### src/rtl/top_uart.sv
// Memory-mapped 8N1 UART: CTRL/TXD/RXD register bank with registered LED readback.
// Optional UART_RX_SYNC_EN adds a two-flop synchronizer on rx ahead of the receiver.
module top_uart #(
    parameter int CLKS_PER_BIT = 10416
) (
    input  logic       clk_100m_i,
    input  logic       rst_i,
    input  logic [7:0] entrada_i,
    input  logic       reg_sel_i,
    input  logic       wr_i,
    input  logic       addr_i,
    input  logic       rx,
    output logic [7:0] leds_o,
    output logic       tx
);

    localparam int CW = (CLKS_PER_BIT > 2) ? $clog2(CLKS_PER_BIT) : 1;
    localparam logic [CW-1:0] BIT_LAST = CW'(CLKS_PER_BIT - 1);
    localparam logic [CW-1:0] BIT_HALF = CW'((CLKS_PER_BIT - 1) / 2);

    typedef enum logic [1:0] {S_IDLE, S_START, S_DATA, S_STOP} uart_state_t;

    // No handshake on the register port: wr_i is a level write strobe taken on
    // every rising edge, and reads always return the selected register one cycle later.
    logic [2:0]    ctrl, ctrl_d;
    logic [7:0]    txd, txd_d, rxd, rxd_d;

    uart_state_t   tx_state, tx_state_d;
    logic [CW-1:0] tx_cnt, tx_cnt_d;
    logic [3:0]    tx_bit, tx_bit_d;
    logic [7:0]    tx_shift, tx_shift_d;
    logic          tx_d, send_clr;

    uart_state_t   rx_state, rx_state_d;
    logic [CW-1:0] rx_cnt, rx_cnt_d;
    logic [3:0]    rx_bit, rx_bit_d;
    logic [7:0]    rx_shift, rx_shift_d;
    logic          rx_s, rx_ok, rx_ferr;

`ifdef UART_RX_SYNC_EN
    logic rx_meta;
    always_ff @(posedge clk_100m_i) begin
        if (rst_i) begin
            rx_meta <= 1'b1;
            rx_s    <= 1'b1;
        end else begin
            rx_meta <= rx;
            rx_s    <= rx_meta;
        end
    end
`else
    always_ff @(posedge clk_100m_i) begin
        if (rst_i) rx_s <= 1'b1;
        else       rx_s <= rx;
    end
`endif

    always_comb begin
        tx_state_d = tx_state;
        tx_cnt_d   = tx_cnt;
        tx_bit_d   = tx_bit;
        tx_shift_d = tx_shift;
        send_clr   = 1'b0;
        case (tx_state)
            S_IDLE: begin
                if (ctrl[0]) begin
                    tx_shift_d = txd;
                    tx_cnt_d   = '0;
                    tx_bit_d   = '0;
                    tx_state_d = S_START;
                end
            end
            S_START: begin
                if (tx_cnt == BIT_LAST) begin
                    tx_cnt_d   = '0;
                    tx_state_d = S_DATA;
                end else begin
                    tx_cnt_d = tx_cnt + 1'b1;
                end
            end
            S_DATA: begin
                if (tx_cnt == BIT_LAST) begin
                    tx_cnt_d   = '0;
                    tx_shift_d = {1'b0, tx_shift[7:1]};
                    if (tx_bit == 4'd7) begin
                        tx_bit_d   = '0;
                        tx_state_d = S_STOP;
                    end else begin
                        tx_bit_d = tx_bit + 4'd1;
                    end
                end else begin
                    tx_cnt_d = tx_cnt + 1'b1;
                end
            end
            S_STOP: begin
                if (tx_cnt == BIT_LAST) begin
                    tx_cnt_d   = '0;
                    tx_state_d = S_IDLE;
                    send_clr   = 1'b1;
                end else begin
                    tx_cnt_d = tx_cnt + 1'b1;
                end
            end
            default: tx_state_d = S_IDLE;
        endcase
        // Pin value follows the next state so tx is a clean flop output.
        case (tx_state_d)
            S_START: tx_d = 1'b0;
            S_DATA:  tx_d = tx_shift_d[0];
            default: tx_d = 1'b1;
        endcase
    end

    always_comb begin
        rx_state_d = rx_state;
        rx_cnt_d   = rx_cnt;
        rx_bit_d   = rx_bit;
        rx_shift_d = rx_shift;
        rx_ok      = 1'b0;
        rx_ferr    = 1'b0;
        case (rx_state)
            S_IDLE: begin
                if (!rx_s) begin
                    rx_cnt_d   = '0;
                    rx_state_d = S_START;
                end
            end
            S_START: begin
                if (rx_cnt == BIT_HALF) begin
                    rx_cnt_d   = '0;
                    rx_bit_d   = '0;
                    rx_state_d = rx_s ? S_IDLE : S_DATA;
                end else begin
                    rx_cnt_d = rx_cnt + 1'b1;
                end
            end
            S_DATA: begin
                if (rx_cnt == BIT_LAST) begin
                    rx_cnt_d   = '0;
                    rx_shift_d = {rx_s, rx_shift[7:1]};
                    if (rx_bit == 4'd7) begin
                        rx_bit_d   = '0;
                        rx_state_d = S_STOP;
                    end else begin
                        rx_bit_d = rx_bit + 4'd1;
                    end
                end else begin
                    rx_cnt_d = rx_cnt + 1'b1;
                end
            end
            S_STOP: begin
                if (rx_cnt == BIT_LAST) begin
                    rx_cnt_d   = '0;
                    rx_state_d = S_IDLE;
                    rx_ok      = rx_s;
                    rx_ferr    = !rx_s;
                end else begin
                    rx_cnt_d = rx_cnt + 1'b1;
                end
            end
            default: rx_state_d = S_IDLE;
        endcase
    end

    // Priority: hardware SEND clear < software write < hardware RX flags.
    always_comb begin
        ctrl_d = ctrl;
        txd_d  = txd;
        rxd_d  = rxd;
        if (send_clr) ctrl_d[0] = 1'b0;
        if (wr_i && !reg_sel_i) ctrl_d = entrada_i[2:0];
        if (wr_i && reg_sel_i && !addr_i) txd_d = entrada_i;
        if (rx_ok) begin
            rxd_d     = rx_shift;
            ctrl_d[1] = 1'b1;
            ctrl_d[2] = 1'b0;
        end
        if (rx_ferr) ctrl_d[2] = 1'b1;
    end

    always_ff @(posedge clk_100m_i) begin
        if (rst_i) begin
            ctrl     <= '0;
            txd      <= '0;
            rxd      <= '0;
            leds_o   <= '0;
            tx       <= 1'b1;
            tx_state <= S_IDLE;
            tx_cnt   <= '0;
            tx_bit   <= '0;
            tx_shift <= '0;
            rx_state <= S_IDLE;
            rx_cnt   <= '0;
            rx_bit   <= '0;
            rx_shift <= '0;
        end else begin
            ctrl     <= ctrl_d;
            txd      <= txd_d;
            rxd      <= rxd_d;
            leds_o   <= reg_sel_i ? (addr_i ? rxd : txd) : {5'b0, ctrl};
            tx       <= tx_d;
            tx_state <= tx_state_d;
            tx_cnt   <= tx_cnt_d;
            tx_bit   <= tx_bit_d;
            tx_shift <= tx_shift_d;
            rx_state <= rx_state_d;
            rx_cnt   <= rx_cnt_d;
            rx_bit   <= rx_bit_d;
            rx_shift <= rx_shift_d;
        end
    end

endmodule

### config.mk
export PLATFORM = sky130hd
export DESIGN_NAME = top_uart
export DESIGN_NICKNAME = d
export VERILOG_FILES = /design/src/rtl/top_uart.sv
export SDC_FILE = /design/constraint.sdc
export NUM_CORES = 1
export LEC_CHECK = 0
export ABC_CLOCK_PERIOD_IN_PS = 3700
export CAP_MARGIN = 20
export CORE_MARGIN = 2
export CORE_UTILIZATION = 66
export CTS_BUF_LIST = sky130_fd_sc_hd__clkbuf_8
export CTS_CLUSTER_DIAMETER = 120
export CTS_CLUSTER_SIZE = 25
export DETAILED_ROUTE_END_ITERATION = 8
export PLACE_DENSITY = 0.95
export SLEW_MARGIN = 20
export SYNTH_ARGS = -nofsm -noshare
export SYNTH_HDL_FRONTEND = slang
export SYNTH_SLANG_ARGS = --single-unit
### constraint.sdc
create_clock -name clk_100m_i -period 3.7 [get_ports clk_100m_i]
set_clock_uncertainty 0.2 [all_clocks]
set_input_delay 0.555 -clock clk_100m_i [delete_from_list [all_inputs] [get_ports clk_100m_i]]
set_output_delay 0.555 -clock clk_100m_i [all_outputs]
set_load 0.1 [all_outputs]
* Word-level counts from Yosys, hierarchy flattened *
Index checks and enable logic that the tools add are counted.

cells by class
  add/sub/neg operators = 4
  equal/unequal tests = 20
  multiplexer cells = 44
  bitwise operators = 1
  reductions and logical operators = 20

operators by type and width
  cell                                                    number
  two-way mux 14 bit                                      5
  one-hot mux 14 bit (3 select lines)                     1
  adder 14 x 1 -> 14 bit (second input constant)          2
  equality test 14 bit (second input constant)            2
  one-hot mux 14 bit (2 select lines)                     1
  two-way mux 2 bit                                       12
  two-way mux 4 bit                                       6
  two-way mux 8 bit                                       3
  one-hot mux 2 bit (4 select lines)                      2
  one-hot mux 4 bit (2 select lines)                      2
  one-hot mux 8 bit (2 select lines)                      1
  equality test 14 x 13 -> 1 bit (second input constant)  1
  inequality test 2 bit (second input constant)           7
  equality test 2 bit (second input constant)             5
  adder 4 x 1 -> 4 bit (second input constant)            2
  equality test 4 x 3 -> 1 bit (second input constant)    2
  two-way mux 1 bit                                       8
  nonzero test 2 bit                                      4
  equality test 2 x 1 -> 1 bit (second input constant)    3
  two-way mux 3 bit                                       2
  AND reduction 3 bit                                     2
  AND reduction 5 bit                                     1
  zero test 2 bit                                         2
  OR reduction 2 bit                                      2
  other kinds (7)                                         11

storage, ports and cells
  flip-flop bits (word level) = 85
  bits of input ports = 14
  output and inout bits = 9

* Longest topological paths before layout *
Gate-level depths: netlist of run 1.

  depth after elaboration = 7
  gate-level depth with buffers = 7

* Worst setup path before layout of run 1 *
Ideal clock, no wire load.

  path type = reg-to-reg
  from = register rx_cnt[3]
  to = register rx_bit[2]
  library setup time = 0.070 ns
  arrival = 2.041 ns
  required time = 3.430 ns
  path slack = 1.388 ns
  cell stages (with the launch flop) = 6
  buffers on the path = 0
  period minus slack after synthesis = 2.312 ns
  path through = dfxtp_1 or4b_4 nor4_4 a22oi_2 or4b_1 a21oi_1

on the way
  cells in the longest elaborated chain, start to end = 3
  elaborated cells on any way between the ends = 5

RTL lines
  element                                                                        RTL line  text
  start, declared                                                                35        logic [CW-1:0] rx_cnt, rx_cnt_d;
  start signal, assigned                                                         207       rx_cnt <= rx_cnt_d;
  equality test 14 bit / equality test 14 x 13 -> 1 bit (equally long branches)  138, 129
  inequality test 2 bit (no line)                                                n/a
  AND reduction 3 bit (no line) (*)                                              n/a
  end signal, assigned                                                           208       rx_bit <= rx_bit_d;
  end, declared                                                                  36        logic [3:0] rx_bit, rx_bit_d;

Every way passes the cells marked *; elsewhere a longest branch is shown, timed or not.
A chain may end at the register's enable or synchronous reset.

* Worst setup path in the final report of run 1 *
  from = register leds_o[2]
  to = output leds_o[2]

RTL lines
  element                 RTL line  text
  start, declared         13        output logic [7:0] leds_o,
  start signal, assigned  200       leds_o <= reg_sel_i ? (addr_i ? rxd : txd) : {5'b0, ctrl};

No word-level cell between the ends.

==> results of run 1 <==
==> state kept, by name, summed over array words and instances, names as in the netlist, named ones only <==
register,cells
rx_state,1
rx_shift,8
tx_shift,8
tx_state,2
tx_bit,4
tx_cnt,14
ctrl,3
txd,8
leds_o,8
tx,1
rxd,8
rx_bit,4
rx_s,1
rx_cnt,14
==> power by group <==
part	switching (mW)	internal [mW]	leakage, nW
Combinational	0.0831	0.0435	0.648
Sequential	0.0140	0.927	0.687
Clock	0.372	0.328	0.105
==> metal layers <==
metal	wire (microns)	vias to the layer above	track usage, %
li1	-	1702	-
met1	3870	1641	37.6
met2	4440	181	50.0
met3	554	34	6.29
met4	226	0	12.5
met5	0	-	0
==> stage by stage <==
step	hold slack [ps]	worst slack [ps]	power (mW)	instance area (sq um)	cells
after global routing	293	974	1.82	4290	545
after floorplan	232	1390	1.05	3830	455
after CTS	268	1100	1.77	4290	545
after detailed placement	251	1210	1.08	4080	529
final	268	1110	1.77	4290	545
after global placement	240	1250	1.08	4080	529
==> final timing paths <==
check | end | from | depth (start not counted) | slack (ps)
setup / recovery | leds_o[2] | leds_o[2] | 1 | 1110
hold / removal | rx_shift[0] | rx_shift[0] | 2 | 270
setup reg to reg | tx_bit[3] | tx_cnt[0] | 7 | 1140
hold reg to reg | rx_shift[0] | rx_shift[0] | 2 | 270
==> cells by family (layout without fill, tap and decap cells) <==
group,after synthesis,after routing,synth area share (%)
muxes,18,18,4.73
and+or+nand+nor,199,199,26.7
DFF,85,85,44.4
xor gates and xnor gates,3,3,0.686
AOI/OAI and AO/OA,117,117,19.3
buffers and inverters,29,47,2.87
adders and majority gates,4,4,1.31
==> cell usage after synthesis (all sizes together) (4+ instances only) <==
cell type / number
clkbuf: 20
mux2i: 17
nand2: 68
o21ai: 13
a311oi: 5
a211oi: 5
a22oi: 10
nand3b: 9
a21oi: 47
nor2: 48
nand4: 4
nor4: 10
inv: 6
dfxtp: 85
nand3: 12
a31oi: 17
nor3: 9
ha: 4
or3: 8
==> final cells by class <==
type | count | area share [%]
clock buffers | 9 | 2.89
multi-input cells | 341 | 47.3
well taps | 72 | 2.10
repair buffers | 25 | 5.54
flip-flops and latches | 85 | 39.7
inverters | 6 | 0.525
clock inverters | 7 | 2.01
==> impl_metrics.json, run 1 <==
{
  "maxSlewHeadroom_pct": 34.5,
  "yosysTopAreaCell": "dfxtp_1",
  "drtPass1Iterations": 7,
  "fillers": 346,
  "antenna_cells": 0,
  "hold_path_class": "reg2reg",
  "route.vias.total": 3558,
  "timing.fmax_ghz": 0.386,
  "worstPathCellList": "clkdlybuf4s50_1",
  "slowest_delay_ps": 1130,
  "wl_microns": 9090,
  "maxCapViolations": 0,
  "synth_cell_types": 54,
  "finalCritPeriodShare_pct": 69.9,
  "syn_to_final_growth_pct": 11.9,
  "detail-route-antenna-nets": 0,
  "fp-row-count": 27,
  "critPathBufInv": 1,
  "die_height_microns": 80.2,
  "cts.path.max_buffers": 2,
  "synth_edf_count": 0,
  "fin_util_pct": 77.0,
  "drt_iter0_drc": 427,
  "grt_max_degree": 78,
  "start_util_pct": 68.8,
  "rsz0062_at_grt": "false",
  "grt_pass1_wl_microns": 15100,
  "pwr_density_cell_nw_per_um2": 412,
  "ys_warn_count": 0,
  "layout_min_cycle_time_ps": 2590,
  "syn_area_per_cell_sq_um": 8.43,
  "post_cts_buffers": 0,
  "antenna_found_initial": 0,
  "final_cell_mix": "dfxtp_1 (85), nand2_1 (68), nor2_1 (48), a21oi_1 (47), clkdlybuf4s50_1 (21)",
  "arrival_ps": 1830,
  "hold_violations": 0,
  "wl_per_cell_microns": 16.7,
  "cts_hold_buf": 0,
  "cts_tree": "done",
  "track_usage_pct": 30.0,
  "ys_seq_area_share_pct": 44.4,
  "fin_tns_setup_ps": 0,
  "cp_max_fo": 1,
  "worst_setup_path_start_kind": "flop",
  "slew_viol_final": 0,
  "layout-drive-gt1-share_pct": 6.77,
  "final_common_cell": "dfxtp_1",
  "cts_buffers": 9,
  "required_ps": 2940,
  "ir_drop_uv": 308,
  "synthFlopType": "dfxtp_1",
  "slowest_stage": "clkdlybuf4s50_1",
  "die_w_microns": 80.2,
  "synth-seq-cells": 85,
  "synthTopCellsByArea": "dfxtp_1 (44%), nand2_1 (6.7%), a21oi_1 (6.1%), nor2_1 (4.7%), mux2i_1 (4.4%)",
  "grt-ovfl-total": 0,
  "core_sq_um": 5570,
  "finalNetCount": 486,
  "cts-root-buf": "clkbuf_8",
  "numPortBuffers": 22,
  "path_clk_slew_ps": 100,
  "cts_max_level": 3,
  "syn_nets": 473,
  "netlist_instances": 455,
  "leakagePower_nw": 1.44,
  "drc": 0,
  "cp-end-kind": "primary output",
  "grt_pass1_vias": 3259,
  "vias_per_cell": 6.53,
  "clkLatencyLatePin_ps": 370,
  "io_pins": 23,
  "syn-cell-area_sq_um": 3830,
  "post-dp-hpwl_microns": 5970,
  "worstMarginPinSlew_ps": 979,
  "seqCellArea_sq_um": 1700,
  "async_reset_ff_share_pct": 0,
  "status": "finished, final reports clean",
  "synth.top_cell.area_share_pct": 44.4,
  "setup_violations": 0,
  "cts.repair.resized": 0,
  "path_class": "reg2out",
  "cts_sinks": 85,
  "die-area_sq_um": 6430,
  "gp_congestion": 0.963,
  "crit_family": "buffers and inverters",
  "multi_input_area_sq_um": 2030
}
(Power assumes the default switching activity.)
==> run 2: changes to the inputs <==
- ABC_CLOCK_PERIOD_IN_PS: 3700 -> 2500
- CORE_UTILIZATION: 66 -> 61
- PLACE_DENSITY: 0.95 -> 0.89
- clock period: 3.7 -> 2.5 ns (I/O delays scaled with it)
==> run 2 against run 1 <==
- largest power group unchanged
- non-clock buffer count is 8 higher
- sequential share of layout area is 0.41 points lower
- critical path depth is 5 higher
- power is 42% higher
- clock-buffer cell count is 1 higher
- register-to-register slack worse by 970 ps
- critical endpoint is now tx_bit[0]
==> impl_metrics.json, run 2 (synthesis gave the netlist of run 1 again) <==
{
  "antenna_cells": 0,
  "detail-route-antenna-nets": 0,
  "cts_buffers": 9,
  "worst_setup_path_start_kind": "flop",
  "worstPathCellList": "or4bb_1, nor4_2, nor2_1, buf_4, or3_1, a21oi_1",
  "cts.path.max_buffers": 2,
  "required_ps": 2580,
  "hold_violations": 0,
  "status": "finished, final reports clean",
  "p_clk_share_pct": 36.8,
  "arrival_ps": 2410,
  "intPower_mw": 1.84,
  "r2r_slack_ps": 170,
  "wl_microns": 8470,
  "maxSlewHeadroom_pct": 60.2,
  "grt-ovfl-total": 0,
  "cts_tree": "done",
  "setup_violations": 0,
  "layout_min_cycle_time_ps": 2330,
  "pwr_density_cell_nw_per_um2": 577,
  "top_regs": "rx_cnt (14), tx_cnt (14)",
  "cp_max_fo": 12,
  "track_usage_pct": 25.0,
  "cts_max_level": 3,
  "die-area_sq_um": 6930,
  "drt_iter0_drc": 246,
  "cp-end-kind": "flop",
  "gp_congestion": 0.921,
  "cts-root-buf": "clkbuf_8",
  "drc": 0,
  "timing.fmax_ghz": 0.429,
  "maxCapViolations": 0,
  "fp-row-count": 28,
  "path_class": "reg2reg",
  "final_common_cell": "dfxtp_1",
  "rsz0062_at_grt": "false",
  "antenna_found_initial": 0,
  "die_height_microns": 83.3,
  "grt_pass1_vias": 3175,
  "grt_pass1_wl_microns": 14500,
  "fin_tns_setup_ps": 0,
  "syn_to_final_growth_pct": 13.1,
  "leakagePower_nw": 1.49,
  "slowest_stage": "or4bb_1",
  "path_clk_slew_ps": 80,
  "finalNetCount": 494,
  "numPortBuffers": 22,
  "vias_per_cell": 6.19,
  "post-dp-hpwl_microns": 5830,
  "finalCritPeriodShare_pct": 93.2,
  "netSwitchingFraction_pct": 26.4,
  "slowest_delay_ps": 540,
  "grt_max_degree": 47,
  "route.vias.total": 3441,
  "worstMarginPinSlew_ps": 595,
  "clkLatencyLatePin_ps": 350,
  "combPwrFrac_pct": 7.6,
  "drtPass1Iterations": 4,
  "start_util_pct": 64.0,
  "ir_drop_uv": 425,
  "critPathBufInv": 1,
  "io_pins": 23,
  "wl_per_cell_microns": 15.2,
  "cts_sinks": 85,
  "seqPwrFrac_pct": 55.6,
  "hold_path_class": "reg2reg",
  "slew_viol_final": 0,
  "cts_hold_buf": 0,
  "final_cell_mix": "dfxtp_1 (85), nand2_1 (68), nor2_1 (48), a21oi_1 (47), buf_4 (20)",
  "dp.cells": 540,
  "layout-drive-gt1-share_pct": 11.0,
  "layoutNonFillerInstCount": 556,
  "die_w_microns": 83.3,
  "power_switching_uw": 662,
  "core_sq_um": 5990,
  "crit_family": "simple AND/OR/NAND/NOR gates"
}
## run 2: repair_timing
item,in CTS,in global routing
endpoints found under the setup margin,0,19
endpoints found under the hold margin,0,0
resized for setup,0,4
buffers inserted,0,0
## run 2: worst reg2reg max path, cell delays in order, from the launching register on
cell	delay [ps]
dfxtp_1	430
or4bb_1	540
nor4_2	330
nor2_1	100
buf_4	180
or3_1	340
a21oi_1	140
## run 2: path summary, 6_finish.rpt
check	startpoint	endpoint	depth (start not counted)
setup / recovery	tx_state[1]	tx_bit[0]	6
hold / removal	rxd[0]	rxd[0]	2
setup reg to reg	tx_state[1]	tx_bit[0]	6
hold reg to reg	rxd[0]	rxd[0]	2
## run 2: metrics by stage
step	setup WS (ps)	utilization, %	cell area [sq um]	total power, mW	hold WS (ps)
final	170	72.4	4340	2.50	262
after CTS	62.6	72.0	4310	2.51	263
after global routing	1.43	72.4	4340	2.59	284
after floorplan	188	-	3830	1.55	232
after detailed placement	87.3	68.8	4120	1.61	248
after global placement	160	68.8	4120	1.60	240
## run 2: final cells by class
class | instances | area [sq um]
clock buffer | 10 | 138
clock inverter | 6 | 51.3
fill | 420 | 1650
inverter | 6 | 22.5
multi-input combinational | 341 | 2050
sequential | 85 | 1700
tap | 75 | 93.8
timing repair buffer | 33 | 275
## run 2: routing by layer
metal	vias to the layer above	wire, microns	track usage (%)
li1	1714	-	-
met1	1638	3890	32.7
met2	79	4120	42.7
met3	10	331	4.87
met4	0	125	6.26
met5	-	0	0
## run 2: power groups by stage
stage                     logic, mW  registers, mW  clock network (mW)
after floorplan               0.106           1.44                   0
after global placement        0.183           1.42                   0
after detailed placement      0.187           1.42                   0
after CTS                     0.189           1.39               0.931
after global routing          0.207           1.39               0.988
final                         0.191           1.39               0.922
